## config.mk

```make
export PLATFORM = sky130hd
export DESIGN_NAME = dccm_axi_reader
export DESIGN_NICKNAME = d
export VERILOG_FILES = /design/src/rtl/dccm_axi_reader.sv
export SDC_FILE = /design/constraint.sdc
export NUM_CORES = 1
export LEC_CHECK = 0
export CELL_PAD_IN_SITES_DETAIL_PLACEMENT = 0
export CELL_PAD_IN_SITES_GLOBAL_PLACEMENT = 1
export CORE_MARGIN = 3
export CORE_UTILIZATION = 39
export CTS_CLUSTER_SIZE = 24
export DETAILED_ROUTE_END_ITERATION = 16
export PLACE_DENSITY = 0.84
export SETUP_SLACK_MARGIN = 0.4
export SLEW_MARGIN = 20
export SYNTH_ARGS = -nofsm -noshare
export SYNTH_HDL_FRONTEND = slang
export SYNTH_SLANG_ARGS = --single-unit
```

## constraint.sdc

```tcl
create_clock -name s_aclk -period 5.75 [get_ports s_aclk]
set_clock_uncertainty 0.2 [all_clocks]
set_input_delay 1.15 -clock s_aclk [delete_from_list [all_inputs] [get_ports s_aclk]]
set_output_delay 1.15 -clock s_aclk [all_outputs]
set_load 0.02 [all_outputs]
```

## src/rtl/dccm_axi_reader.sv

```systemverilog
// AXI4 INCR-burst read initiator: fetches a block of DCCM words and streams them out.
// Define DCCM_RD_TIMEOUT_EN to add the DATA-phase watchdog and the stray-beat sink.
module dccm_axi_reader #(
    parameter logic [3:0]  ID             = 4'h0,
    parameter int unsigned MAX_BURST      = 16,
    parameter int unsigned TIMEOUT_CYCLES = 1024
) (
    input  logic        s_aclk,
    input  logic        s_aresetn,
    input  logic        cmd_valid,
    output logic        cmd_ready,
    input  logic [31:0] cmd_addr,
    input  logic [15:0] cmd_len,
    output logic [31:0] m_axi_araddr,
    output logic [1:0]  m_axi_arburst,
    output logic [3:0]  m_axi_arid,
    output logic [7:0]  m_axi_arlen,
    output logic [2:0]  m_axi_arsize,
    output logic        m_axi_arvalid,
    input  logic        m_axi_arready,
    input  logic [31:0] m_axi_rdata,
    input  logic [3:0]  m_axi_rid,
    input  logic        m_axi_rlast,
    input  logic [1:0]  m_axi_rresp,
    input  logic        m_axi_rvalid,
    output logic        m_axi_rready,
    output logic        dout_valid,
    input  logic        dout_ready,
    output logic [31:0] dout_data,
    output logic        dout_last,
    output logic        done,
    output logic        err,
    output logic        busy
);
    typedef enum logic [1:0] {StIdle, StAddr, StData, StFin} state_e;

    localparam logic [16:0] MaxBurst = 17'(MAX_BURST);

    state_e      r_state, w_state_d;
    logic [31:0] r_addr;
    logic [15:0] r_rem;
    logic [8:0]  r_beats;
    logic [8:0]  r_cnt;
    logic        r_final;
    logic        r_err;
    logic        r_done;
    logic [31:0] r_sk_data [2];
    logic [1:0]  r_sk_last;
    logic [1:0]  r_sk_cnt;

    logic [1:0]  w_sk_cnt_d;
    logic [10:0] w_room;
    logic [16:0] w_lim;
    logic [8:0]  w_beats;
    logic [8:0]  w_beats_m1;
    logic        w_cmd_hs, w_ar_hs, w_r_hs, w_push, w_pop, w_push_last;
    logic        w_beat_err, w_timeout, w_sink, w_done_d;

    // Burst size: remaining words, capped by MAX_BURST and by the words left in this 4 KB page.
    always_comb begin
        w_room = 11'd1024 - {1'b0, r_addr[11:2]};
        w_lim  = {1'b0, r_rem};
        if (w_lim > MaxBurst) w_lim = MaxBurst;
        if (w_lim > {6'd0, w_room}) w_lim = {6'd0, w_room};
    end
    assign w_beats    = w_lim[8:0];
    assign w_beats_m1 = w_beats - 9'd1;

    assign w_cmd_hs    = cmd_valid && (r_state == StIdle);
    assign w_ar_hs     = m_axi_arready && (r_state == StAddr);
    assign w_r_hs      = m_axi_rvalid && (r_state == StData) && (r_sk_cnt != 2'd2);
    assign w_push      = w_r_hs;
    assign w_pop       = (r_sk_cnt != 2'd0) && dout_ready;
    assign w_push_last = r_final && (r_cnt == 9'd1);
    assign w_beat_err  = (m_axi_rresp != 2'b00) || (m_axi_rid != ID)
                      || (m_axi_rlast != (r_cnt == 9'd1));

    assign cmd_ready     = (r_state == StIdle);
    assign busy          = (r_state != StIdle);
    assign m_axi_arvalid = (r_state == StAddr);
    assign m_axi_araddr  = m_axi_arvalid ? r_addr : 32'd0;
    assign m_axi_arlen   = m_axi_arvalid ? w_beats_m1[7:0] : 8'd0;
    assign m_axi_arburst = 2'b01;
    assign m_axi_arsize  = 3'b010;
    assign m_axi_arid    = ID;
    assign m_axi_rready  = ((r_state == StData) && (r_sk_cnt != 2'd2)) || w_sink;
    assign dout_valid    = (r_sk_cnt != 2'd0);
    assign dout_data     = r_sk_data[0];
    assign dout_last     = r_sk_last[0];
    assign done          = r_done;
    assign err           = r_err;

`ifdef DCCM_RD_TIMEOUT_EN
    localparam int unsigned WdW = $clog2(TIMEOUT_CYCLES + 1);

    logic [WdW-1:0] r_wd;
    logic           r_sink;

    assign w_timeout = (r_state == StData) && !w_r_hs && (r_wd == WdW'(TIMEOUT_CYCLES - 1));
    // After a timeout, swallow the abandoned burst so it cannot leak into the next command.
    assign w_sink    = (r_state == StIdle) && r_sink && (m_axi_rid == ID);

    always_ff @(posedge s_aclk or negedge s_aresetn) begin
        if (!s_aresetn) begin
            r_wd   <= '0;
            r_sink <= 1'b0;
        end else begin
            r_wd <= ((r_state != StData) || w_r_hs || w_timeout) ? '0 : r_wd + 1'b1;
            if (w_timeout) begin
                r_sink <= 1'b1;
            end else if (w_cmd_hs || (w_sink && m_axi_rvalid && m_axi_rlast)) begin
                r_sink <= 1'b0;
            end
        end
    end
`else
    assign w_timeout = 1'b0;
    assign w_sink    = 1'b0;
`endif

    assign w_sk_cnt_d = w_timeout ? 2'd0
                                  : r_sk_cnt + {1'b0, w_push} - {1'b0, w_pop};

    always_ff @(posedge s_aclk or negedge s_aresetn) begin
        if (!s_aresetn) begin
            r_state <= StIdle;
        end else begin
            r_state <= w_state_d;
        end
    end

    always_comb begin
        w_state_d = r_state;
        w_done_d  = 1'b0;
        unique case (r_state)
            StIdle: begin
                if (cmd_valid) w_state_d = (cmd_len == 16'd0) ? StFin : StAddr;
            end
            StAddr: begin
                if (m_axi_arready) w_state_d = StData;
            end
            StData: begin
                if (w_timeout) begin
                    w_state_d = StIdle;
                    w_done_d  = 1'b1;
                end else if (w_r_hs && (r_cnt == 9'd1)) begin
                    w_state_d = r_final ? StFin : StAddr;
                end
            end
            StFin: begin
                if (w_sk_cnt_d == 2'd0) begin
                    w_state_d = StIdle;
                    w_done_d  = 1'b1;
                end
            end
            default: w_state_d = StIdle;
        endcase
    end

    always_ff @(posedge s_aclk or negedge s_aresetn) begin
        if (!s_aresetn) begin
            r_addr  <= 32'd0;
            r_rem   <= 16'd0;
            r_beats <= 9'd0;
            r_cnt   <= 9'd0;
            r_final <= 1'b0;
            r_err   <= 1'b0;
            r_done  <= 1'b0;
        end else begin
            r_done <= w_done_d;
            if (w_cmd_hs) begin
                r_addr <= {cmd_addr[31:2], 2'b00};
                r_rem  <= cmd_len;
            end else if (w_ar_hs) begin
                r_beats <= w_beats;
                r_cnt   <= w_beats;
                r_final <= ({7'd0, w_beats} == r_rem);
            end else if (w_r_hs) begin
                r_cnt <= r_cnt - 9'd1;
                if (r_cnt == 9'd1) begin
                    r_addr <= r_addr + {21'd0, r_beats, 2'b00};
                    r_rem  <= r_rem - {7'd0, r_beats};
                end
            end
            if (w_cmd_hs) begin
                r_err <= 1'b0;
            end else if ((w_r_hs && w_beat_err) || w_timeout) begin
                r_err <= 1'b1;
            end
        end
    end

    // Two-entry skid FIFO, head always in slot 0 so dout_* come straight from flops.
    always_ff @(posedge s_aclk or negedge s_aresetn) begin
        if (!s_aresetn) begin
            r_sk_cnt     <= 2'd0;
            r_sk_data[0] <= 32'd0;
            r_sk_data[1] <= 32'd0;
            r_sk_last    <= 2'b00;
        end else begin
            r_sk_cnt <= w_sk_cnt_d;
            if (!w_timeout) begin
                if (w_pop) begin
                    r_sk_data[0] <= r_sk_data[1];
                    r_sk_last[0] <= r_sk_last[1];
                end
                if (w_push) begin
                    if ((r_sk_cnt == 2'd0) || ((r_sk_cnt == 2'd1) && w_pop)) begin
                        r_sk_data[0] <= m_axi_rdata;
                        r_sk_last[0] <= w_push_last;
                    end else begin
                        r_sk_data[1] <= m_axi_rdata;
                        r_sk_last[1] <= w_push_last;
                    end
                end
            end
        end
    end
endmodule
```

* After elaboration in Yosys (flattened, before gate mapping)
Cells that the tools add are included.
** Operators by class
- $mul :: 0
- Div/mod/pow operators :: 0
- Eq/ne operators :: 13
- Reduce and logical (&&, ||, !) cells :: 30
- $add $sub $neg :: 7
- Shifts and indexed selects :: 0
- Bitwise logic cells :: 2
- Mux-type cells :: 32
- Order comparisons :: 2
** Operators with widths (number)
- 32-bit two-way mux :: 8
- 16-bit two-way mux :: 5
- 64-bit two-way mux :: 1
- 32-bit by 11-bit adder with 32-bit output :: 1
- 9-bit two-way mux :: 3
- 9-bit by 16-bit == test with 1-bit output :: 1
- 16-bit by 11-bit > comparator with 1-bit output :: 1
- 16-bit by 5-bit > comparator with 1-bit output (second input constant) :: 1
- 16-bit logical NOT :: 1
- 16-bit by 9-bit subtractor with 16-bit output :: 1
- 2-bit nonzero test :: 7
- 2-bit two-way mux :: 6
- 11-bit by 10-bit subtractor with 11-bit output (first input constant) :: 1
- 1-bit logical AND :: 10
- 9-bit by 1-bit == test with 1-bit output (second input constant) :: 1
- 9-bit by 1-bit subtractor with 9-bit output (second input constant) :: 1
- 8-bit two-way mux :: 1
- 2-bit != test (second input constant) :: 4
- 2-bit one-hot mux with 4 select lines :: 1
- 8-bit by 1-bit subtractor with 8-bit output (second input constant) :: 1
- 1-bit two-way mux :: 7
- 2-bit logical NOT :: 3
- 2-bit AND reduction :: 3
- 2-bit by 1-bit == test with 1-bit output (second input constant) :: 2
- 10 further kinds :: 15
** Word-level totals
- Latch bits :: 0
- Bits in registers :: 139
- Memory bits (writable) :: 0
- Memories kept :: 0
- ROM bits :: 0

* Longest topological paths before layout
Gate-level depths: netlist (run 1).
- Depth in word-level cells :: 8
- Mapped depth :: 18
- Gate-level depth less buffers :: 16

* Worst setup path before layout (run 1)
OpenSTA, ideal clock, no wires.
- Path kind :: reg2out
- Start :: register r_rem[11]
- End :: output port m_axi_arlen[4]
- Arrival time :: 4113 ps
- Stages on the path, launching flop included :: 19
- Buffers on the path :: 3
- Path slack :: 287 ps
- Path through :: dfrtp_1 -> or4_1 -> clkbuf_1 -> nor4_1 -> and3_1 -> clkbuf_1 -> and2_1 -> ha_1 -> nor2b_1 -> o211ai_1 -> a21oi_1 -> o21ai_1 -> clkbuf_1 -> nor2_1 -> a31oi_1 -> ha_1 -> o211ai_1 -> xnor2_1 -> nor2_1
** Between the ends
- Longest elaborated chain between the ends :: 6
** RTL lines
- start: declaration :: RTL line 41 : logic [15:0] r_rem;
- start signal: assignment :: RTL line 173 : r_rem <= cmd_len;
- start signal: assignment :: RTL line 182 : r_rem <= r_rem - {7'd0, r_beats};
- 16-bit by 5-bit > comparator with 1-bit output :: RTL line 63 : if (w_lim > MaxBurst) w_lim = MaxBurst;
- 16-bit two-way mux * :: RTL line 63
- 16-bit by 11-bit > comparator with 1-bit output :: RTL line 64 : if (w_lim > {6'd0, w_room}) w_lim = {6'd0, w_room};
- 9-bit two-way mux * :: RTL line 64
- 8-bit by 1-bit subtractor with 8-bit output * :: RTL line 67 : assign w_beats_m1 = w_beats - 9'd1;
- 8-bit two-way mux * :: RTL line 82 : assign m_axi_arlen = m_axi_arvalid ? w_beats_m1[7:0] : 8'd0;
- end: declaration :: RTL line 17 : output logic [7:0] m_axi_arlen,
Every way passes the cells marked *; elsewhere a longest branch is shown, timed or not.

* Final worst setup path (run 1)
- Start :: register r_rem[10]
- End :: output port m_axi_arlen[6]
Same word-level chain as after synthesis.

==> impl_metrics.tcl, run 1 <==
set metrics [dict create \
    core_area_um2 22000 \
    initial_core_util 0.400 \
    layout_common_cells "clkdlybuf4s50_1 (159), dfrtp_1 (136), nand2_1 (118), o21ai_0 (79), nor2_1 (59)" \
    ys_ff_latch 137 \
    wl_per_cell_um 16.8 \
    grt_max_degree 97 \
    antenna_cells 0 \
    cts.path.max_buffers 2 \
    clk_pin_slew_worst_paths_ns 0.07 \
    slowest_stage "or4_4" \
    final_net_count 1273 \
    cts-root-buf "clkbuf_16" \
    avgSynthCellArea_um2 8.89 \
    worstPathMaxFanout 6 \
    syn_to_final_growth_pct 32.6 \
    final-hold-violation-count 0 \
    max_stage_delay_ns 0.56 \
    ctsHtreeMaxLevel 4 \
    p_leak_nw 4.99 \
    run_status "finished clean" \
    multi_input_area_um2 4990 \
    clock_latency_ns 0.42 \
    port_buffers 168 \
    grt_use_total 0.196 \
    crit_chain "or4_4, nor4_4, buf_4, and3_4, buf_6, nand2_2, ha_2, nor2b_1, o211ai_1, a21oi_2, o21ai_4, buf_12, buf_12, a21oi_2, ha_4, o211ai_1, xnor2_2, nor2_2, buf_6" \
    synth_area_um2 8780 \
    dp_hpwl_mm 16.7 \
    dr_total_vias 7488 \
    setup_viol 0 \
    die_area_um2 24300 \
    grt_pass1_vias 7456 \
    fill_cells 2017 \
    ir_drop_mv 0.267 \
    synth_ff_type "dfrtp_1" \
    grt_remaining_overflow 0 \
    grt_pass1_wl_mm 38.2 \
    ant_nets 0 \
    synth_cell_types 63 \
    layout_commonest_cell "clkdlybuf4s50_1" \
    drive_gt1_frac 0.152 \
    cp_data_arrival_time_ns 4.06 \
    cp.buffers_inverters 5 \
    rsz0062_at_grt "true" \
    hp-class "reg -> reg" \
    seq_area_um2 3430 \
    slew_headroom 0.381 \
    synth_seq_area_share 0.391 \
    maxCapViolations 0 \
    die_w_um 156 \
    required_ns 4.40 \
    max_slew.worst_pin.slew_ns 0.929 \
    drt_pre_antenna_iters 6 \
    final_util 0.530 \
    power_density_nw_per_um2 548 \
    cts_tree "built" \
    drc 0 \
    synth_edf_count 0 \
    slew_viol_final 0 \
    yosysWarnings 0 \
    rows 54 \
    start_kind "flop" \
    boundaryPins 182 \
    fin_crit_ns 5.41 \
    cts.sinks 137 \
    fmax_mhz 185 \
    drt-initial-drc-count 366 \
    path_class "reg -> out" \
    async_flop_share 1.00 \
    vias_per_cell 5.21 \
    antenna_found_initial 0 \
    timing.final.crit_share 0.941 \
    fin_setup_tns_ns 0 \
    netlist_instances 987 \
    endpoint_kind "primary output" \
    die_y_um 156 \
    cts-buffers-inserted 17 \
    wirelength_mm 24.1 \
    crit_family "simple AND/OR/NAND/NOR gates" \
    gp_congestion 0.855 \
]
## registers in the layout, indices dropped and copies added (netlist names)
signal     cells
dout_data     32
r_sk_data     32
r_addr        30
r_rem         16
r_beats        9
r_cnt          9
r_sk_cnt       2
r_sk_last      2
r_state        2
done           1
err            1
r_final        1
## kinds of logic (layout without fill, tap and decap cells)
| kind of cell | Yosys count | count (layout) | share of synthesized area |
|---|---|---|---|
| other | 2 | 17 | 0.000856 |
| AO/OA/AOI/OAI | 184 | 184 | 0.123 |
| multiplexers | 82 | 82 | 0.0988 |
| flip-flops | 137 | 137 | 0.391 |
| adder cells (fa/ha/maj) | 37 | 37 | 0.0544 |
| AND/OR/NAND/NOR | 360 | 360 | 0.204 |
| buffers and inverters | 134 | 288 | 0.0773 |
| XOR/XNOR | 51 | 51 | 0.0509 |
## worst register-to-register path: stages (launching register included)
cell and delay [ns]:
dfrtp_1 0.38, or4_4 0.56, nor4_4 0.16, buf_4 0.16
and3_4 0.23, buf_6 0.12, nand2_2 0.05, ha_2 0.19
nor2b_1 0.11, o211ai_1 0.12, a21oi_2 0.22, o21ai_4 0.08
buf_12 0.15, buf_6 0.11, bufbuf_16 0.26, or3_1 0.40
o21ai_0 0.16, mux2_2 0.18, a32o_1 0.15
## metrics by stage
step | total power, mW | std cells | setup WS, ns | cell area, um^2 | hold WS, ns
floorplan | 3.97 | 1002 | 0.437 | 8840 | 0.251
global placement | 4.84 | 1385 | 0.151 | 10600 | 0.263
detailed placement | 4.89 | 1385 | 0.0921 | 10600 | 0.281
CTS | 6.21 | 1428 | 0.299 | 11400 | 0.296
global route | 6.86 | 1436 | 0.183 | 11600 | 0.321
finish | 6.38 | 1436 | 0.340 | 11600 | 0.291
## where the power goes
part	internal (mW)	switching, mW
clock network	0.703	0.488
registers	1.40	0.375
logic	1.63	1.78
## worst paths after layout
check	startpoint	endpoint	slack (ns)	cells past startpoint
setup reg to reg	r_rem[10]	r_final	1.70	18
max in group asynchronous	s_aresetn	r_sk_data[10]	3.60	2
hold reg to reg	r_sk_last[1]	r_sk_last[1]	0.29	2
setup / recovery	r_rem[10]	m_axi_arlen[6]	0.34	19
hold / removal	r_sk_last[1]	r_sk_last[1]	0.29	2
min in group asynchronous	s_aresetn	dout_data[26]	0.60	1
## what timing repair did
item                                    CTS  global route
gates resized for setup                  48            42
hold buffers                              0             0
gates cloned                              1             1
endpoints found under the setup margin    8             8
buffers inserted                         10             7
pin swaps                                13            16
## cell type report
| class | instances | area share |
|---|---|---|
| Tap cell | 280 | 0.0301 |
| Sequential cell | 137 | 0.295 |
| Clock buffer | 17 | 0.0366 |
| Multi-Input combinational cell | 731 | 0.429 |
| Timing Repair Buffer | 213 | 0.178 |
| Inverter | 43 | 0.0139 |
| Clock inverter | 15 | 0.0178 |
## layer usage
metal	up-vias	wire length (um)	global-route usage
met1	3570	11100	0.261
met2	233	11000	0.315
met3	14	1890	0.0630
li1	3671	-	-
met4	0	164	0.0370
met5	-	0	0
## cell usage after synthesis, types with 6 or more instances
| master | number | area share |
|---|---|---|
| a21o_1 | 6 | 0.0051 |
| o211ai_1 | 10 | 0.0086 |
| xnor2_1 | 36 | 0.036 |
| and2_1 | 43 | 0.031 |
| nand2_1 | 121 | 0.052 |
| mux2i_1 | 45 | 0.051 |
| a31oi_1 | 6 | 0.0043 |
| or4_1 | 8 | 0.0068 |
| nor2b_1 | 8 | 0.0057 |
| and3_1 | 16 | 0.011 |
| nand3_1 | 30 | 0.017 |
| dfrtp_1 | 137 | 0.39 |
| nor3_1 | 18 | 0.010 |
| buf_4 | 44 | 0.038 |
| o21ai_0 | 81 | 0.046 |
| nor2_1 | 64 | 0.027 |
| mux2_2 | 37 | 0.047 |
| nand4_1 | 7 | 0.0050 |
| ha_1 | 35 | 0.050 |
| a21oi_1 | 47 | 0.027 |
| xor2_1 | 15 | 0.015 |
| inv_1 | 42 | 0.018 |
| clkbuf_1 | 39 | 0.017 |
| nor4_1 | 15 | 0.011 |
Power figures use the tool's default switching activity.
==> inputs of run 2 (changes only) <==
--- a/config.mk
+++ b/config.mk
@@ -8,10 +8,10 @@
 export CELL_PAD_IN_SITES_DETAIL_PLACEMENT = 0
 export CELL_PAD_IN_SITES_GLOBAL_PLACEMENT = 1
 export CORE_MARGIN = 3
-export CORE_UTILIZATION = 39
+export CORE_UTILIZATION = 42
 export CTS_CLUSTER_SIZE = 24
 export DETAILED_ROUTE_END_ITERATION = 16
-export PLACE_DENSITY = 0.84
+export PLACE_DENSITY = 0.89
 export SETUP_SLACK_MARGIN = 0.4
 export SLEW_MARGIN = 20
 export SYNTH_ARGS = -nofsm -noshare
==> constraint.sdc (replaced) <==
create_clock -name s_aclk -period 6.78 [get_ports s_aclk]
set_clock_uncertainty 0.2 [all_clocks]
set_input_delay 1.356 -clock s_aclk [delete_from_list [all_inputs] [get_ports s_aclk]]
set_output_delay 1.356 -clock s_aclk [all_outputs]
set_load 0.02 [all_outputs]
==> run 2 against run 1 <==
Net effect: first-iteration DRC count shrank 2.5%; cell count is 2.9% lower; sequential power shrank 14%; final area fell by 4.9%; global-route usage is 0.58 points higher; critical path type unchanged; largest cell class unchanged.
==> impl_metrics.tcl, run 2 (synthesis gave the netlist of run 1 again) <==
set metrics [dict create \
    fmax_mhz 162 \
    die_y_um 151 \
    fill_cells 1903 \
    fin_crit_ns 6.18 \
    multi_input_area_um2 4750 \
    required_ns 5.22 \
    layout_setup_ws_ns 0.595 \
    ant_nets 0 \
    setup_viol 0 \
    pwr-share-comb 0.516 \
    port_buffers 168 \
    die_w_um 151 \
    drt-initial-drc-count 357 \
    cts.sinks 137 \
    slew_headroom 0.275 \
    wl_per_cell_um 16.4 \
    p_leak_nw 4.81 \
    pwr-share-seq 0.306 \
    path_class "reg -> out" \
    layout_commonest_cell "clkdlybuf4s50_1" \
    layout_common_cells "clkdlybuf4s50_1 (162), dfrtp_1 (137), nand2_1 (120), o21ai_0 (81), nor2_1 (63)" \
    ir_drop_mv 0.214 \
    hp-class "reg -> reg" \
    wirelength_mm 22.9 \
    dr_total_vias 7361 \
    die_area_um2 22700 \
    gp_congestion 0.843 \
    grt_use_total 0.201 \
    grt_remaining_overflow 0 \
    dp_hpwl_mm 16.1 \
    syn_to_final_growth_pct 26.1 \
    run_status "finished clean" \
    clkPwrFrac 0.178 \
    hold_buffers 0 \
    ctsHtreeMaxLevel 4 \
    grt_pass1_wl_mm 36.6 \
    clk_pin_slew_worst_paths_ns 0.06 \
    cts_tree "built" \
    boundaryPins 182 \
    max_slew.worst_pin.slew_ns 1.08 \
    r2r_setup_slack_ns 2.68 \
    maxCapViolations 0 \
    p_int_mw 2.87 \
    endpoint_kind "primary output" \
    grt_pass1_vias 7204 \
    final-hold-violation-count 0 \
    initial_core_util 0.431 \
    worstPathMaxFanout 12 \
    drt_pre_antenna_iters 5 \
    p_sw_frac 0.426 \
    clock_latency_ns 0.42 \
    power_density_nw_per_um2 453 \
    vias_per_cell 5.28 \
    p_sw_mw 2.14 \
    cts-root-buf "clkbuf_16" \
    pre_cts_ws_ns 0.585 \
    cts.path.max_buffers 2 \
    slew_viol_final 0 \
    antenna_found_initial 0 \
    antenna_cells 0 \
    timing.final.crit_share 0.912 \
    fin_setup_tns_ns 0 \
    cts-buffers-inserted 17 \
    drive_gt1_frac 0.0924 \
    drc 0 \
    cp_data_arrival_time_ns 4.63 \
    rsz0062_at_grt "true" \
    seq_area_um2 3430 \
    grt_max_degree 79 \
    rows 52 \
    final_net_count 1242 \
    core_area_um2 20400 \
    start_kind "flop" \
]
==> run 2: timing repair <==
| action | in CTS | in global routing |
|---|---|---|
| gates resized for setup | 4 | 5 |
| endpoints found under the setup margin | 5 | 6 |
| endpoints found under the hold margin | 0 | 0 |
| buffers inserted | 0 | 2 |
| pin swaps | 0 | 1 |
==> run 2: path summary, 6_finish.rpt <==
check	depth (start not counted)	startpoint	end
worst max-delay path	16	r_rem[10]	m_axi_arlen[0]
min in group asynchronous	1	s_aresetn	dout_data[28]
worst max register to register	16	r_addr[2]	r_final
worst min-delay path	2	r_sk_last[1]	r_sk_last[1]
worst min register to register	2	r_sk_last[1]	r_sk_last[1]
max in group asynchronous	3	s_aresetn	r_addr[26]
==> run 2: power groups by stage <==
stage                     clock (mW)  combinational [mW]  sequential [mW]
after floorplan                    0                1.94             1.42
after global placement             0                2.51             1.52
after detailed placement           0                2.55             1.54
after CTS                      0.910                2.57             1.53
after global routing           0.947                2.88             1.58
final                          0.894                2.58             1.53
==> run 2: area by class of cell <==
type                       instances  share of cell area
clock buffer                      18              0.0388
clock inverter                    14              0.0116
inverter                          43              0.0146
multi-input combinational        731               0.430
sequential                       137               0.310
tap                              270              0.0305
timing repair buffer             182               0.165
==> run 2: worst max-delay path: stages (launching register included) <==
cell	delay, ns
dfrtp_1	0.42
or4_1	0.58
nor4_1	0.23
buf_4	0.18
and3_2	0.29
and2_1	0.20
ha_1	0.26
nor2b_1	0.14
o211ai_1	0.15
a21oi_1	0.10
o21ai_2	0.23
buf_4	0.16
nor2_1	0.04
a31oi_1	0.26
buf_4	0.21
and2_1	0.13
clkdlybuf4s50_1	0.62
==> run 2: metrics by stage <==
stage / hold slack, ns / cells / power (mW) / cell area (um^2) / util
after floorplan: 0.251 / 1002 / 3.36 / 8830 / -
after global placement: 0.268 / 1360 / 4.03 / 10400 / 0.513
after detailed placement: 0.284 / 1360 / 4.09 / 10400 / 0.513
after CTS: 0.300 / 1392 / 5.01 / 11000 / 0.541
after global routing: 0.323 / 1395 / 5.40 / 11100 / 0.544
final: 0.294 / 1395 / 5.01 / 11100 / 0.544
==> run 2: per-layer routing <==
metal / vias up / share of wire / track usage
met4: 0 / 0.014 / 0.0503
li1: 3615 / - / -
met3: 25 / 0.085 / 0.0554
met5: - / 0 / 0
met1: 3473 / 0.45 / 0.277
met2: 248 / 0.45 / 0.316
